==> src/rtl/instruction_mem_loader_pkg.sv <==
// Shared definitions for the instruction memory loader: geometry of the
// 64 x 39-bit program store and the loader FSM state encoding.
package instruction_mem_loader_pkg;

  localparam int unsigned DATA_W      = 39;
  localparam int unsigned ADDR_W      = 6;
  localparam int unsigned DEPTH       = 64;
  localparam int unsigned BYTES_PER_W = (DATA_W + 7) / 8;
  localparam int unsigned PACK_W      = BYTES_PER_W * 8;
  localparam int unsigned IDX_W       = 3;
  localparam int unsigned CNT_W       = 7;

  typedef enum logic [1:0] {
    IDLE,
    COLLECT,
    WRITE,
    DONE
  } state_t;

  function automatic logic count_legal(input logic [CNT_W-1:0] c);
    return (c != '0) && (c <= CNT_W'(DEPTH));
  endfunction

endpackage

==> src/rtl/instruction_mem_loader_packer.sv <==
// Byte packer: shifts incoming bytes MSB-first into a 40-bit word and flags
// the transfer that completes the word.
module loader_byte_packer
  import instruction_mem_loader_pkg::*;
(
  input  logic              clk,
  input  logic              reset,
  input  logic              clear,
  input  logic              shift_en,
  input  logic [7:0]        byte_in,
  output logic [PACK_W-1:0] word_next,
  output logic              word_full
);

  logic [PACK_W-1:0] word;
  logic [IDX_W-1:0]  byte_idx;

  // Value the shift register takes on this transfer, so the writer can
  // register it in the same edge without waiting a cycle.
  always_comb begin
    word_next = {word[PACK_W-9:0], byte_in};
    word_full = shift_en && (byte_idx == IDX_W'(BYTES_PER_W - 1));
  end

  always_ff @(posedge clk) begin
    if (!reset || clear) begin
      word     <= '0;
      byte_idx <= '0;
    end else if (shift_en) begin
      word     <= word_next;
      byte_idx <= byte_idx + 1'b1;
    end
  end

endmodule

==> src/rtl/instruction_mem_loader.sv <==
// Instruction memory loader: packs a host byte stream into 39-bit words and
// writes them to the program store at ascending addresses from 0.
module instruction_mem_loader
  import instruction_mem_loader_pkg::*;
(
  input  logic              clk,
  input  logic              reset,
  input  logic              start,
  input  logic [CNT_W-1:0]  word_count,
  input  logic [7:0]        byte_data,
  input  logic              byte_valid,
  output logic              byte_ready,
  output logic              mem_we,
  output logic [ADDR_W-1:0] mem_addr,
  output logic [DATA_W-1:0] mem_wdata,
  output logic              busy,
  output logic              done,
  output logic              error
);

  state_t            state, next_state;
  logic [ADDR_W-1:0] addr;
  logic [ADDR_W-1:0] count_m1;
  logic [CNT_W-1:0]  wc_m1;
  logic              start_acc, start_ok, last_word, transfer;
  logic [PACK_W-1:0] word_next;
  logic              word_full;

  logic              byte_ready_d, mem_we_d, busy_d, done_d, error_d;
  logic [ADDR_W-1:0] mem_addr_d;
  logic [DATA_W-1:0] mem_wdata_d;

  assign transfer  = byte_valid && byte_ready;
  assign start_acc = start && ((state == IDLE) || (state == DONE));
  assign start_ok  = start_acc && count_legal(word_count);
  assign last_word = (addr == count_m1);
  assign wc_m1     = word_count - 1'b1;

  loader_byte_packer u_packer (
    .clk       (clk),
    .reset     (reset),
    .clear     (start_acc || (state == WRITE)),
    .shift_en  (transfer),
    .byte_in   (byte_data),
    .word_next (word_next),
    .word_full (word_full)
  );

  always_ff @(posedge clk) begin
    if (!reset) begin
      state      <= IDLE;
      addr       <= '0;
      count_m1   <= '0;
      byte_ready <= 1'b0;
      mem_we     <= 1'b0;
      mem_addr   <= '0;
      mem_wdata  <= '0;
      busy       <= 1'b0;
      done       <= 1'b0;
      error      <= 1'b0;
    end else begin
      state      <= next_state;
      byte_ready <= byte_ready_d;
      mem_we     <= mem_we_d;
      mem_addr   <= mem_addr_d;
      mem_wdata  <= mem_wdata_d;
      busy       <= busy_d;
      done       <= done_d;
      error      <= error_d;
      if (start_ok) begin
        addr     <= '0;
        count_m1 <= wc_m1[ADDR_W-1:0];
      end else if ((state == WRITE) && !last_word) begin
        addr <= addr + 1'b1;
      end
    end
  end

  always_comb begin
    next_state = state;
    case (state)
      IDLE, DONE: begin
        if (start_ok)       next_state = COLLECT;
        else if (start_acc) next_state = IDLE;
      end
      COLLECT: if (word_full) next_state = WRITE;
      WRITE:   next_state = last_word ? DONE : COLLECT;
      default: next_state = IDLE;
    endcase
  end

  // Outputs are registered from next_state so each one is valid in the
  // same cycle the FSM occupies the corresponding state.
  always_comb begin
    byte_ready_d = (next_state == COLLECT);
    mem_we_d     = (next_state == WRITE);
    busy_d       = (next_state == COLLECT) || (next_state == WRITE);
    done_d       = (next_state == DONE);
    mem_addr_d   = mem_addr;
    mem_wdata_d  = mem_wdata;
    error_d      = error;
    if (start_acc) begin
      error_d = !start_ok;
    end else if (next_state == WRITE) begin
      mem_addr_d  = addr;
      mem_wdata_d = word_next[DATA_W-1:0];
      if (word_next[PACK_W-1]) error_d = 1'b1;
    end
  end

endmodule

==> config.mk <==
export PLATFORM = sky130hd
export DESIGN_NAME = instruction_mem_loader
export DESIGN_NICKNAME = d
export VERILOG_FILES = /design/src/rtl/instruction_mem_loader_pkg.sv /design/src/rtl/instruction_mem_loader_packer.sv /design/src/rtl/instruction_mem_loader.sv
export SDC_FILE = /design/constraint.sdc
export NUM_CORES = 1
export LEC_CHECK = 0
export CORE_AREA = 2 2 91 93
export CTS_CLUSTER_DIAMETER = 60
export CTS_CLUSTER_SIZE = 24
export DETAILED_ROUTE_END_ITERATION = 8
export DIE_AREA = 0 0 93 95
export GPL_TIMING_DRIVEN = 0
export PLACE_DENSITY = 0.78
export SLEW_MARGIN = 0
export SYNTH_ARGS = -nofsm -noshare
export SYNTH_HDL_FRONTEND = slang
export SYNTH_HIERARCHICAL = 1
export SYNTH_SLANG_ARGS = --single-unit
==> constraint.sdc <==
create_clock -name clk -period 2.85 [get_ports clk]
set_input_delay 0.57 -clock clk [delete_from_list [all_inputs] [get_ports clk]]
set_output_delay 0.57 -clock clk [all_outputs]
set_load 0.005 [all_outputs]
==> flow_summary_export.csv, run 1 <==
group,metric,value,unit
status,status,"complete, no violations",
hold_path,min_path_cells,2,
critical_path,crit_arrival,3.00,ns
route,drt-total-wl,8.37,mm
cells_and_area,nets,550,
placed_design,dpl_cell_area,4890,µm²
cts,htree_levels,3,
placed_design,dp_cells,614,
placed_design,dpl.hpwl,6.18,mm
hold_path,hold_class,"flip-flop to flip-flop",
placed_design,preCtsSetupSlack,-0.860,ns
run,cap_violations,0,
critical_path,cpMaxStageDelayCell,"clkdlybuf4s50_1",
logic_synthesis,netlist.area_leader.share,0.486,
cells_and_area,drive_above_1_share,0.105,
route,drtIter0Drc,75,
floorplan,io_pins,69,
global_route,grt.total_usage,0.204,
logic_synthesis,yosys.area.top_type,"dfxtp_1",
power,clockPowerShare,0.393,
cts,clk_latency,0.36,ns
sta,worst_slew_pin_slew,0.534,ns
global_route,grt_pass1_vias,3060,
route,ant_nets,0,
logic_synthesis,synth_area_leaders,"dfxtp_1 49%, nand2_1 9.3%, a21boi_0 8.7%, mux2i_1 8.4%, nor2_1 4.0%",
floorplan,rows,33,
route,route.detailed.wl_per_inst,13.3,µm
critical_path,slowest_delay,0.43,ns
cells_and_area,fin_area,5190,µm²
cts,clockBufferDepth,2,
cts,cts_tree,"yes",
floorplan,start_util,0.514,
sta,setup_viol,0,
global_route,grt_max_degree,17,
power,p_int,2090,µW
sta,period_needed,2.71,ns
global_route,grt_remaining_overflow,0,
global_route,antenna_found_initial,0,
logic_synthesis,netlist_area,4080,µm²
critical_path,critPathMaxFanout,10,
logic_synthesis,synth_flop_cell,"dfxtp_1",
sta,rsz0062_at_grt,"true",
floorplan,fp.dieW,93,µm
critical_path,criticalPathCategory,"input port to flip-flop",
cts,cts_hold_buf,0,
logic_synthesis,ys_ff_latch,99,
power,swShare,0.221,
logic_synthesis,seq_area_frac_synth,0.486,
logic_synthesis,postSynthCellCount,441,
cells_and_area,num_antenna_cells,0,
sta,hold_viol,0,
sta,max_freq,369,MHz
cts,clk_pin_slew,0.09,ns
cts,clkSinkCount,99,
power,finalPower,2690,µW
placed_design,gp_congestion,0.790,
logic_synthesis,synth.most_common_cell,"nand2_1",
critical_path,path_cells,"clkdlybuf4s50_1 -> inv_1 -> ha_1 -> nand2b_1 -> o31a_1 -> o21bai_1 -> o311a_1 -> inv_1 -> ha_4 -> nand2_4 -> clkbuf_4 -> nand2_1 -> a21boi_0",
floorplan,die_h,95,µm
cells_and_area,area_delta_synth_final,27.5,%
floorplan,design.core.area,7930,µm²
logic_synthesis,synthesis.nets,470,
critical_path,critPathCaptureType,"flip-flop",
cts,cts-buffers-inserted,9,
cells_and_area,fin_cells,630,
sta,finalCritPeriodShare,0.950,
floorplan,die-area,8840,µm²
global_route,grt_pass1_wl,14.1,mm
cts,cts_root_buf,"clkbuf_8",
sta,worst_slack,0.144,ns
power,p_leak,0.00187,µW
logic_synthesis,synth_edf_count,0,
power,pwr-share-seq,0.525,
route,drt_drc_violations_left,0,
logic_synthesis,syn_area_per_cell,9.24,µm²
sta,slew_headroom,0.644,
logic_synthesis,synthArstFlopShare,0,
power,p_per_area,517,nW/µm²
power,p_comb_frac,0.082,
sta,fin_tns_setup,0,ns
logic_synthesis,ys_types,38,
sta,finClkSkew,0.00997,ns
route,detail_route.vias_per_cell,4.84,
critical_path,cpMostUsedCell,"inv_1",
logic_synthesis,synthTopCellsByCount,"101 x nand2_1, 99 x dfxtp_1, 47 x a21boi_0, 43 x nor2_1, 34 x mux2i_1",
logic_synthesis,yosysWarningCount,6,
sta,slew_violations,0,
critical_path,cp-start-kind,"input port",
placed_design,port_buffers,68,
route,dr.pass1.iters,4,
critical_path,critPathRequiredTime,3.14,ns
power,switching_power,593,µW
critical_path,ff2ff_path_depth,11,
route,routed-via-count,3052,
power,vdd_drop_max,0.000248,V
-- cell usage in the layout (no fill, tap or decap), types with 6 or more instances in the layout --
master / Yosys / final
ha_1: 10 / 9
nand3_1: 6 / 6
and2_1: 7 / 6
clkbuf_8: 0 / 9
clkbuf_1: 16 / 7
xor2_1: 8 / 8
o21ai_0: 6 / 6
dfxtp_1: 99 / 99
xnor2_1: 7 / 7
clkdlybuf4s50_1: 0 / 68
buf_4: 9 / 14
nand2_1: 101 / 100
a21boi_0: 47 / 45
nor2_1: 43 / 43
inv_1: 10 / 10
mux2i_1: 34 / 34
-- path summary, 6_finish.rpt --
path,startpoint,to,slack [ns]
setup / recovery,word_count[0],mem_wdata[27]$_SDFFE_PN0P_,0.14
hold reg to reg,mem_addr[0]$_SDFFE_PN0P_,mem_addr[0]$_SDFFE_PN0P_,0.46
hold / removal,mem_addr[0]$_SDFFE_PN0P_,mem_addr[0]$_SDFFE_PN0P_,0.46
setup reg to reg,state[0]$_SDFF_PN0_,mem_wdata[27]$_SDFFE_PN0P_,0.37
-- metrics by stage --
step,util,hold WS [ns]
CTS,0.648,0.470
global route,0.655,0.489
finish,0.655,0.464
global placement,0.616,0.450
floorplan,-,0.440
detailed placement,0.616,0.456
-- state kept, by name, summed over array words and instances (netlist names) --
register and cells:
mem_addr 6, mem_we 1, error 1, addr 6, mem_wdata 39, state 2, u_packer/word 32, count_m1 6
u_packer/byte_idx 3, busy 1, byte_ready 1, done 1
-- area by class of cell --
class	instances	area [µm²]
buffer	32	240
clock buffer	9	124
clock inverter	6	113
fill	668	2730
inverter	10	37.5
multi-input combinational	299	1870
sequential	99	1980
tap	105	131
timing repair buffer	70	696
-- kinds of logic after synthesis --
family / Yosys count / synth area share
AND/OR/NAND/NOR: 172 / 0.179
flip-flops: 99 / 0.486
AO/OA/AOI/OAI: 67 / 0.123
buffers and inverters: 43 / 0.0629
multiplexers: 35 / 0.0863
XOR/XNOR: 15 / 0.0322
adder cells (fa/ha/maj): 10 / 0.0307
-- power by group through the flow --
stage	Sequential [µW]	Combinational [µW]	Clock [µW]
3_5_place_dp	1440	210	0
4_1_cts	1410	211	1070
6_report	1410	219	1060
5_1_grt	1410	240	1130
2_1_floorplan	1440	143	0
3_3_place_gp	1440	205	0
-- worst max-delay path: cells and delay by family --
family,cells,cell delay [ns]
compound gates,4,0.94
fa+ha+maj,2,0.35
buf+inv,4,0.86
simple gates,3,0.29
-- per-layer routing --
| layer | vias up | GRT usage | share of wire |
|---|---|---|---|
| met5 | - | 0 | 0 |
| met4 | 0 | 0.0809 | 0.016 |
| met3 | 12 | 0.0335 | 0.032 |
| met2 | 57 | 0.365 | 0.50 |
| met1 | 1396 | 0.245 | 0.45 |
| li1 | 1587 | - | - |
-- what timing repair did --
item	4_1_cts	5_1_grt
buffers inserted	0	2
pin swaps	0	1
gates resized for setup	12	21
setup endpoints to repair	45	40
Power figures use the tool's default switching activity.
==> run 2, diff against run 1 <==
--- a/config.mk
+++ b/config.mk
@@ -7,7 +7,6 @@
 export LEC_CHECK = 0
 export CORE_AREA = 2 2 91 93
 export CTS_CLUSTER_DIAMETER = 60
-export CTS_CLUSTER_SIZE = 24
 export DETAILED_ROUTE_END_ITERATION = 8
 export DIE_AREA = 0 0 93 95
 export GPL_TIMING_DRIVEN = 0
==> constraint.sdc (replaced) <==
create_clock -name clk -period 2.85 [get_ports clk]
set_input_delay 0.57 -clock clk [delete_from_list [all_inputs] [get_ports clk]]
set_output_delay 0.57 -clock clk [all_outputs]
set_load 0.05 [all_outputs]
==> results of run 2 <==
Same layout as run 1 (identical final DEF). Status: complete, no violations.
Main changes from that run: total power 2690 µW -> 2700 µW
